$ cat config.mk
export PLATFORM = sky130hd
export DESIGN_NAME = seven_seg_mux_driver_flat
export DESIGN_NICKNAME = d
export VERILOG_FILES = /design/src/rtl/seven_seg_mux_driver_if.sv /design/src/rtl/seven_seg_mux_driver.sv /design/src/flat_wrapper.sv
export SDC_FILE = /design/constraint.sdc
export NUM_CORES = 1
export LEC_CHECK = 0
export CAP_MARGIN = 20
export CORE_MARGIN = 2
export CORE_UTILIZATION = 45
export DETAILED_ROUTE_END_ITERATION = 8
export GPL_ROUTABILITY_DRIVEN = 0
export PLACE_DENSITY = 0.8
export RECOVER_POWER = 100
export REMOVE_ABC_BUFFERS = 1
export SYNTH_ARGS = -nofsm -noshare
export SYNTH_HDL_FRONTEND = slang
export SYNTH_SLANG_ARGS = --single-unit
$ cat constraint.sdc
create_clock -name clk -period 2.3 [get_ports clk]
set_input_delay 0.46 -clock clk [delete_from_list [all_inputs] [get_ports clk]]
set_output_delay 0.46 -clock clk [all_outputs]
set_load 0.03 [all_outputs]
$ cat src/rtl/seven_seg_mux_driver_if.sv
// Display-side bundle for the 7-segment scan driver: capture controls, nibble data
// and the active-low segment/anode pins.
interface seven_seg_mux_driver_if #(
  parameter int NUM_DIGITS = 4
);
  logic                    en;
  logic                    load;
  logic [4*NUM_DIGITS-1:0] value;
  logic [NUM_DIGITS-1:0]   dp;
  logic                    lz_blank;
  logic [6:0]              seg_n;
  logic                    dp_n;
  logic [NUM_DIGITS-1:0]   an_n;

  modport master (
    output en, load, value, dp, lz_blank,
    input  seg_n, dp_n, an_n
  );

  modport slave (
    input  en, load, value, dp, lz_blank,
    output seg_n, dp_n, an_n
  );
endinterface

$ cat src/rtl/seven_seg_mux_driver.sv
// Time-multiplexed common-anode 7-segment driver with shadowed data, per-slot
// anode dead time, hex/BCD decode, decimal points and leading-zero blanking.
module seven_seg_mux_driver #(
  parameter int NUM_DIGITS   = 4,
  parameter int SCAN_DIV     = 10000,
  parameter int BLANK_CYCLES = 16,
  parameter int HEX_MODE     = 0
) (
  input logic                    clk,
  input logic                    rst_n,
  seven_seg_mux_driver_if.slave  bus
);
  localparam int CNT_W = (SCAN_DIV > 1) ? $clog2(SCAN_DIV) : 1;
  localparam int IDX_W = (NUM_DIGITS > 1) ? $clog2(NUM_DIGITS) : 1;

  logic [4*NUM_DIGITS-1:0] val_q, val_d;
  logic [NUM_DIGITS-1:0]   dp_q, dp_d;
  logic [CNT_W-1:0]        cnt_q, cnt_d;
  logic [IDX_W-1:0]        idx_q, idx_d;
  logic [6:0]              seg_q, seg_d;
  logic                    dpn_q, dpn_d;
  logic [NUM_DIGITS-1:0]   an_q, an_d;

  logic [3:0] nib;
  logic       dp_sel;
  logic       blank_sel;
  logic       upper_zero;

  function automatic logic [6:0] decode(input logic [3:0] code);
    logic [6:0] pat;
    case (code)
      4'h0:    pat = 7'b0000001;
      4'h1:    pat = 7'b1001111;
      4'h2:    pat = 7'b0010010;
      4'h3:    pat = 7'b0000110;
      4'h4:    pat = 7'b1001100;
      4'h5:    pat = 7'b0100100;
      4'h6:    pat = 7'b0100000;
      4'h7:    pat = 7'b0001111;
      4'h8:    pat = 7'b0000000;
      4'h9:    pat = 7'b0000100;
      4'hA:    pat = (HEX_MODE != 0) ? 7'b0001000 : 7'b1111110;
      4'hB:    pat = (HEX_MODE != 0) ? 7'b1100000 : 7'b1111110;
      4'hC:    pat = (HEX_MODE != 0) ? 7'b0110001 : 7'b1111110;
      4'hD:    pat = (HEX_MODE != 0) ? 7'b1000010 : 7'b1111110;
      4'hE:    pat = (HEX_MODE != 0) ? 7'b0110000 : 7'b1111110;
      default: pat = (HEX_MODE != 0) ? 7'b0111000 : 7'b1111110;
    endcase
    return pat;
  endfunction

  always_comb begin
    val_d = val_q;
    dp_d  = dp_q;
    if (bus.load) begin
      val_d = bus.value;
      dp_d  = bus.dp;
    end

    cnt_d = cnt_q;
    idx_d = idx_q;
    if (!bus.en) begin
      cnt_d = '0;
      idx_d = '0;
    end else if (cnt_q == CNT_W'(SCAN_DIV - 1)) begin
      cnt_d = '0;
      idx_d = (idx_q == IDX_W'(NUM_DIGITS - 1)) ? '0 : idx_q + IDX_W'(1);
    end else begin
      cnt_d = cnt_q + CNT_W'(1);
    end

    // Walk from the top digit down so upper_zero covers nibbles i..NUM_DIGITS-1.
    upper_zero = 1'b1;
    nib        = '0;
    dp_sel     = 1'b0;
    blank_sel  = 1'b0;
    for (int i = NUM_DIGITS - 1; i >= 0; i--) begin
      upper_zero = upper_zero & (val_q[4*i +: 4] == 4'd0);
      if (IDX_W'(i) == idx_q) begin
        nib       = val_q[4*i +: 4];
        dp_sel    = dp_q[i];
        blank_sel = bus.lz_blank && upper_zero && (i != 0);
      end
    end

    // Segments carry the new digit through the dead time; only the anode waits.
    seg_d = 7'h7F;
    dpn_d = 1'b1;
    an_d  = '1;
    if (bus.en) begin
      seg_d = blank_sel ? 7'h7F : decode(nib);
      dpn_d = ~dp_sel;
      if (int'(cnt_q) >= BLANK_CYCLES) begin
        for (int i = 0; i < NUM_DIGITS; i++) begin
          if (IDX_W'(i) == idx_q) an_d[i] = 1'b0;
        end
      end
    end
  end

  always_ff @(posedge clk or negedge rst_n) begin
    if (!rst_n) begin
      val_q <= '0;
      dp_q  <= '0;
      cnt_q <= '0;
      idx_q <= '0;
      seg_q <= 7'h7F;
      dpn_q <= 1'b1;
      an_q  <= '1;
    end else begin
      val_q <= val_d;
      dp_q  <= dp_d;
      cnt_q <= cnt_d;
      idx_q <= idx_d;
      seg_q <= seg_d;
      dpn_q <= dpn_d;
      an_q  <= an_d;
    end
  end

  assign bus.seg_n = seg_q;
  assign bus.dp_n  = dpn_q;
  assign bus.an_n  = an_q;
endmodule
$ cat src/flat_wrapper.sv
// flat-port wrapper written by rule: the top's interface ports become plain ports
module seven_seg_mux_driver_flat 
#(
  parameter int NUM_DIGITS   = 4,
  parameter int SCAN_DIV     = 10000,
  parameter int BLANK_CYCLES = 16,
  parameter int HEX_MODE     = 0
)
  (clk, rst_n, bus_en, bus_load, bus_value, bus_dp, bus_lz_blank, bus_seg_n, bus_dp_n, bus_an_n);
  seven_seg_mux_driver_if #(.NUM_DIGITS(NUM_DIGITS)) bus_i ();
  input logic clk;
  input logic rst_n;
  input wire logic [$bits(bus_i.en)-1:0] bus_en;
  input wire logic [$bits(bus_i.load)-1:0] bus_load;
  input wire logic [$bits(bus_i.value)-1:0] bus_value;
  input wire logic [$bits(bus_i.dp)-1:0] bus_dp;
  input wire logic [$bits(bus_i.lz_blank)-1:0] bus_lz_blank;
  output wire logic [$bits(bus_i.seg_n)-1:0] bus_seg_n;
  output wire logic [$bits(bus_i.dp_n)-1:0] bus_dp_n;
  output wire logic [$bits(bus_i.an_n)-1:0] bus_an_n;
  assign bus_i.en = bus_en;
  assign bus_i.load = bus_load;
  assign bus_i.value = bus_value;
  assign bus_i.dp = bus_dp;
  assign bus_i.lz_blank = bus_lz_blank;
  assign bus_seg_n = bus_i.seg_n;
  assign bus_dp_n = bus_i.dp_n;
  assign bus_an_n = bus_i.an_n;
  seven_seg_mux_driver #(.NUM_DIGITS(NUM_DIGITS), .SCAN_DIV(SCAN_DIV), .BLANK_CYCLES(BLANK_CYCLES), .HEX_MODE(HEX_MODE)) u_core (.clk(clk), .rst_n(rst_n), .bus(bus_i));
endmodule
==> Word-level counts from Yosys, hierarchy flattened <==
Memory sizes are Yosys's and may differ from the RTL's.
Cells that the tools add are included.
{ "classes": {"n_addsub": 2, "n_mul": 0, "div_mod_pow": 0, "n_lt_le_gt_ge": 1, "eq_ne": 6, "shift": 0, "n_mux": 26, "n_bitwise": 3, "n_reduce_logical": 7} }
{ "op_table": {"columns": ["cell", "count"], "rows": [
  ["$mux 14", 2],
  ["$mux 4", 6],
  ["$add 14x1->14 const B", 1],
  ["$eq 14x14->1 const B", 1],
  ["$ge 14x5->1 const B", 1],
  ["$mux 7", 2],
  ["$mux 1", 13],
  ["$logic_not 4->1", 3],
  ["$mux 2", 3],
  ["$eq 2x2->1 const A", 2],
  ["$logic_and 1x1->1", 3],
  ["$add 2x1->2 const B", 1],
  ["$and 1x1->1", 2],
  ["$eq 1x2->1 const A", 1],
  ["$eq 2x2->1 const B", 1],
  ["$logic_not 2->1", 1],
  ["$ne 2x1->1 const B", 1],
  ["$not 1->1", 1]
]} }
{ "word_totals": {"register_bits": 48, "latch_bits": 0, "mem_bits_rw": 0, "mem_bits_ro": 112, "in_bits": 25, "out_inout_bits": 12, "elab_cells": 53, "n_memories": 1} }
{ "mem_list": {"columns": ["memory", "words", "width", "rd", "rd_ports_with_merged_regs", "write_ports", "line_no", "rtl"], "rows": [
  ["(no name shown)", 16, 7, 1, 0, 0, "seven_seg_mux_driver.sv:31", "case (code)"]
]} }

==> Depth between registers and ports, before layout <==
{ "depth": {"ltp_word": 8, "mapped_depth": 10, "ltp_nobuf": 9} }

==> Least setup slack after synthesis <==
No wires, ideal clock.
{ "synth_timing": {"kind": "flip-flop to flip-flop", "from": "register u_core.idx_q[0]", "to": "register u_core.seg_q[2], in the netlist u_core.bus.seg_n[2]", "setup_ns": 0.082, "arrival_ns": 2.044, "required_ns": 2.218, "setup_slack_ns": 0.174, "stages_incl_launch_ff": 11, "n_path_buf": 1, "period_less_slack_ns": 2.126, "cell_sequence": "dfrtp_1 -> inv_1 -> ha_1 -> clkbuf_2 -> nor2b_1 -> a22o_1 -> o221a_2 -> inv_1 -> ha_1 -> mux2_2 -> a22oi_1"} }
{ "synth_between": {"elab_chain_cells": 8, "word_cells_on_any_way": 15, "cone_classes": "eq/ne (3); mux (10); reduce/logical (1); memory (1)"} }
{ "synth_rtl": {"columns": ["item", "line_no", "rtl"], "rows": [
  ["start: declaration", "seven_seg_mux_driver.sv:19", "logic [IDX_W-1:0] idx_q, idx_d;"],
  ["start signal: assignment", "seven_seg_mux_driver.sv:114", "idx_q <= idx_d;"],
  ["$eq 2x2->1", "seven_seg_mux_driver.sv:79", "if (IDX_W'(i) == idx_q) begin"],
  ["$mux 4 (4 in series)", "seven_seg_mux_driver.sv:79", null],
  ["$mem_v2 16x7", null, null],
  ["$mux 7 (*)", "seven_seg_mux_driver.sv:91", "seg_d = blank_sel ? 7'h7F : decode(nib);"],
  ["$mux 7 (*)", "seven_seg_mux_driver.sv:90", "if (bus.en) begin"],
  ["named net u_core.seg_d[2]", "seven_seg_mux_driver.sv:20", "logic [6:0] seg_q, seg_d;"],
  ["end signal: assignment", "seven_seg_mux_driver.sv:115", "seg_q <= seg_d;"],
  ["end: declaration", "seven_seg_mux_driver.sv:20", null]
]} }
Mark *: on every way through the listed nets, which the timed path passes. The rest lies on a longest branch.
A chain may end at the register's enable or synchronous reset.

==> Final worst setup path <==
{ "layout_timing": {"from": "register u_core.idx_q[1]", "to": "register u_core.seg_q[2], in the netlist u_core.bus.seg_n[2]"} }
The elaborated chain is that of the path after synthesis.

==> impl_metrics.toml <==
[synth]
synth-main-ff-cell = "dfrtp_1"
synth_edf_count = 0
synth_cells = 200
synth-seq-cells = 48
ys_warn_count = 0
ys_seq_area_share_pct = 52.48
synthTopCellsByCount = "36 x dfrtp_1, 21 x mux2_2, 21 x nor2_1, 14 x nand2_1"
synth.distinct_cells = 42
avgSynthCellArea_um2 = 11.59
synth_area_leaders = "dfrtp_1 39%, dfstp_2 14%, mux2_2 10%, ha_1 6.5%, nor2_1 3.4%"
syn-cell-area_um2 = 2317
synth_most_common_cell = "dfrtp_1"
yosys.area.top_type = "dfrtp_1"
synthArstFlopShare_pct = 100.0
synth.top_cell.area_share_pct = 38.88

[sta]
fin_crit_ps = 2151
rsz0062_at_grt = "no"
fmax_mhz = 464.9
setup_violations = 0
min_period_over_period_pct = 93.53
slew_violations = 0
finClkSkew_ps = 5.924
tns_ps = 0
worstMarginPinSlew_ps = 1270
relSlewSlack_pct = 15.34
hold_violations = 0

[die]
num_rows = 26
initial_utilization_pct = 45.96
core_area_um2 = 5042
die_area_um2 = 5740
io-pin-count = 37
die_w_um = 75.76
die_h_um = 75.76

[detailed_routing]
vias = 1612
routed_wl_um = 4290
wl_per_cell_um = 13.53
route.detailed.drc = 0
viasPerCell = 5.085
dr.pass1.iters = 4
drt_iter0_drc = 114
antenna_left = 0

[cells_and_area]
final_nets = 283
diodes = 0
fillers = 413
syn_to_final_growth_pct = 24.78
drive_above_1_share_pct = 21.05
finalNonFillerCells = 317

[placed_design]
hpwlAfterDp_um = 3238
portBuffers = 36
post-place-cells = 308

[setup_path]
crit_slowest_cell = "dfrtp_1"
worst-path-buf-inv = 3
cp_top_family = "compound AO/OA/AOI/OAI gates"
reg2reg_slack_ps = 150
cp-end-kind = "register"
crit_path_start_kind = "register"
crit_arrival_ps = 2360
critPathMaxFanout = 6
worst-setup-path-type = "register to register"
critPathMaxStageDelay_ps = 400
cp_cell_sequence = "inv_1 -> ha_1 -> buf_4 -> nand2b_1 -> o221a_4 -> inv_1 -> ha_1 -> mux2_2 -> a22oi_1"
worstPathRequired_ps = 2510

[power_and_ir_drop]
vdd_ir_drop_max_uv = 404.2
p_leak_uw = 0.001212
p_per_area_nw_per_um2 = 580.4

[cts]
clk_pin_slew_ps = 80
cts_root_buf = "clkbuf_8"
insertion_delay_ps = 290
clockBufferDepth = 2
cts_buffers = 5
clock_sinks = 48
htree_levels = 2
cts.hold.buffers_added = 0
cts_tree = "yes"

[global_routing]
met1_usage_pct = 20.68
first_global_vias = 1599
use_met2_pct = 28.54
antenna_found_initial = 0
track_usage_pct = 16.76
grt_pass1_wl_um = 7224
overflow = 0
grt-busiest-layer = "met2"
use_met3_pct = 4.497
grt_max_degree = 26

[job]
maxCapViolations = 0

[run_status]
status = "finished, final reports clean"

[worst_hold_path]
hp-class = "input port to async pin"
worst paths after layout:
| path | from | to | cells past startpoint |
|---|---|---|---|
| worst max-delay path | u_core.idx_q[1]$_DFFE_PN0P_ | u_core.bus.seg_n[2]$_DFF_PN1_ | 9 |
| worst min-delay path | rst_n | u_core.dp_q[1]$_DFFE_PN0P_ | 1 |
| worst max register to register | u_core.idx_q[1]$_DFFE_PN0P_ | u_core.bus.seg_n[2]$_DFF_PN1_ | 9 |
| worst min register to register | u_core.dp_q[0]$_DFFE_PN0P_ | u_core.bus.dp_n$_DFF_PN1_ | 3 |
| max in group asynchronous | rst_n | u_core.bus.seg_n[5]$_DFF_PN1_ | 2 |
| min in group clk | u_core.dp_q[0]$_DFFE_PN0P_ | u_core.bus.dp_n$_DFF_PN1_ | 3 |
through the flow:
stage	hold slack [ps]	total power [uW]	setup slack (ps)	utilization [%]	instance area [um^2]
global placement	483.5	1216	147.4	55.53	2800
finish	423.4	1678	148.8	57.34	2892
detailed placement	481.2	1225	101.6	55.53	2800
CTS	158.3	1702	75.51	57.15	2882
global route	526.9	1761	1.958	57.34	2892
floorplan	164.4	1095	224.5	-	2300
report_power, final:
part	leakage, uW	switching, uW	internal, uW
clock	0.0000422	262	214
sequential	0.000581	37.7	910
combinational	0.000588	127	128
repair_timing:
item	CTS	global route
setup buffers	0	1
setup endpoints to repair	0	7
resized for setup	0	5
flip-flops by register name, indices dropped and copies added, names as in the netlist:
| register | count |
|---|---|
| u_core.idx_q | 2 |
| u_core.val_q | 16 |
| u_core.bus.an_n | 4 |
| u_core.bus.seg_n | 7 |
| u_core.cnt_q | 14 |
| u_core.dp_q | 4 |
| u_core.bus.dp_n | 1 |
area by class of cell:
cell class | instances | area [um^2] | area share [%]
Timing Repair Buffer | 43 | 400.4 | 13.85
Tap cell | 70 | 87.58 | 3.029
Sequential cell | 48 | 1216 | 42.06
Clock buffer | 7 | 76.32 | 2.640
Inverter | 12 | 45.04 | 1.558
Clock inverter | 1 | 5.005 | 0.1731
Multi-Input combinational cell | 136 | 1061 | 36.69
layer usage:
layer | vias to the layer above | wire length (um)
li1 | 788 | -
met1 | 782 | 1925
met2 | 40 | 2186
met3 | 2 | 151
met4 | 0 | 27
met5 | - | 0
cells by family after synthesis:
| group | after synthesis | share of synthesized area (%) |
|---|---|---|
| XOR/XNOR | 12 | 4.536 |
| multiplexers | 24 | 11.50 |
| AO/OA/AOI/OAI | 24 | 8.478 |
| flip-flops | 48 | 52.48 |
| buffers and inverters | 16 | 2.699 |
| adder cells (fa/ha/maj) | 12 | 6.479 |
| AND/OR/NAND/NOR | 64 | 13.82 |
cells in the final DEF, fill, tap and decap left out, types with 4 or more instances in the layout:
master,n
dlygate4sd3_1,13
nand4_1,4
nor2_1,21
nand2_1,14
mux2_2,21
inv_1,12
buf_4,5
xnor2_1,5
dfrtp_1,36
dfstp_2,12
xor2_1,7
nand3_1,4
clkdlybuf4s50_1,22
nand2b_1,4
clkbuf_8,5
ha_1,12
clkbuf_1,4
No activity file was read; power rests on OpenSTA's default activity.
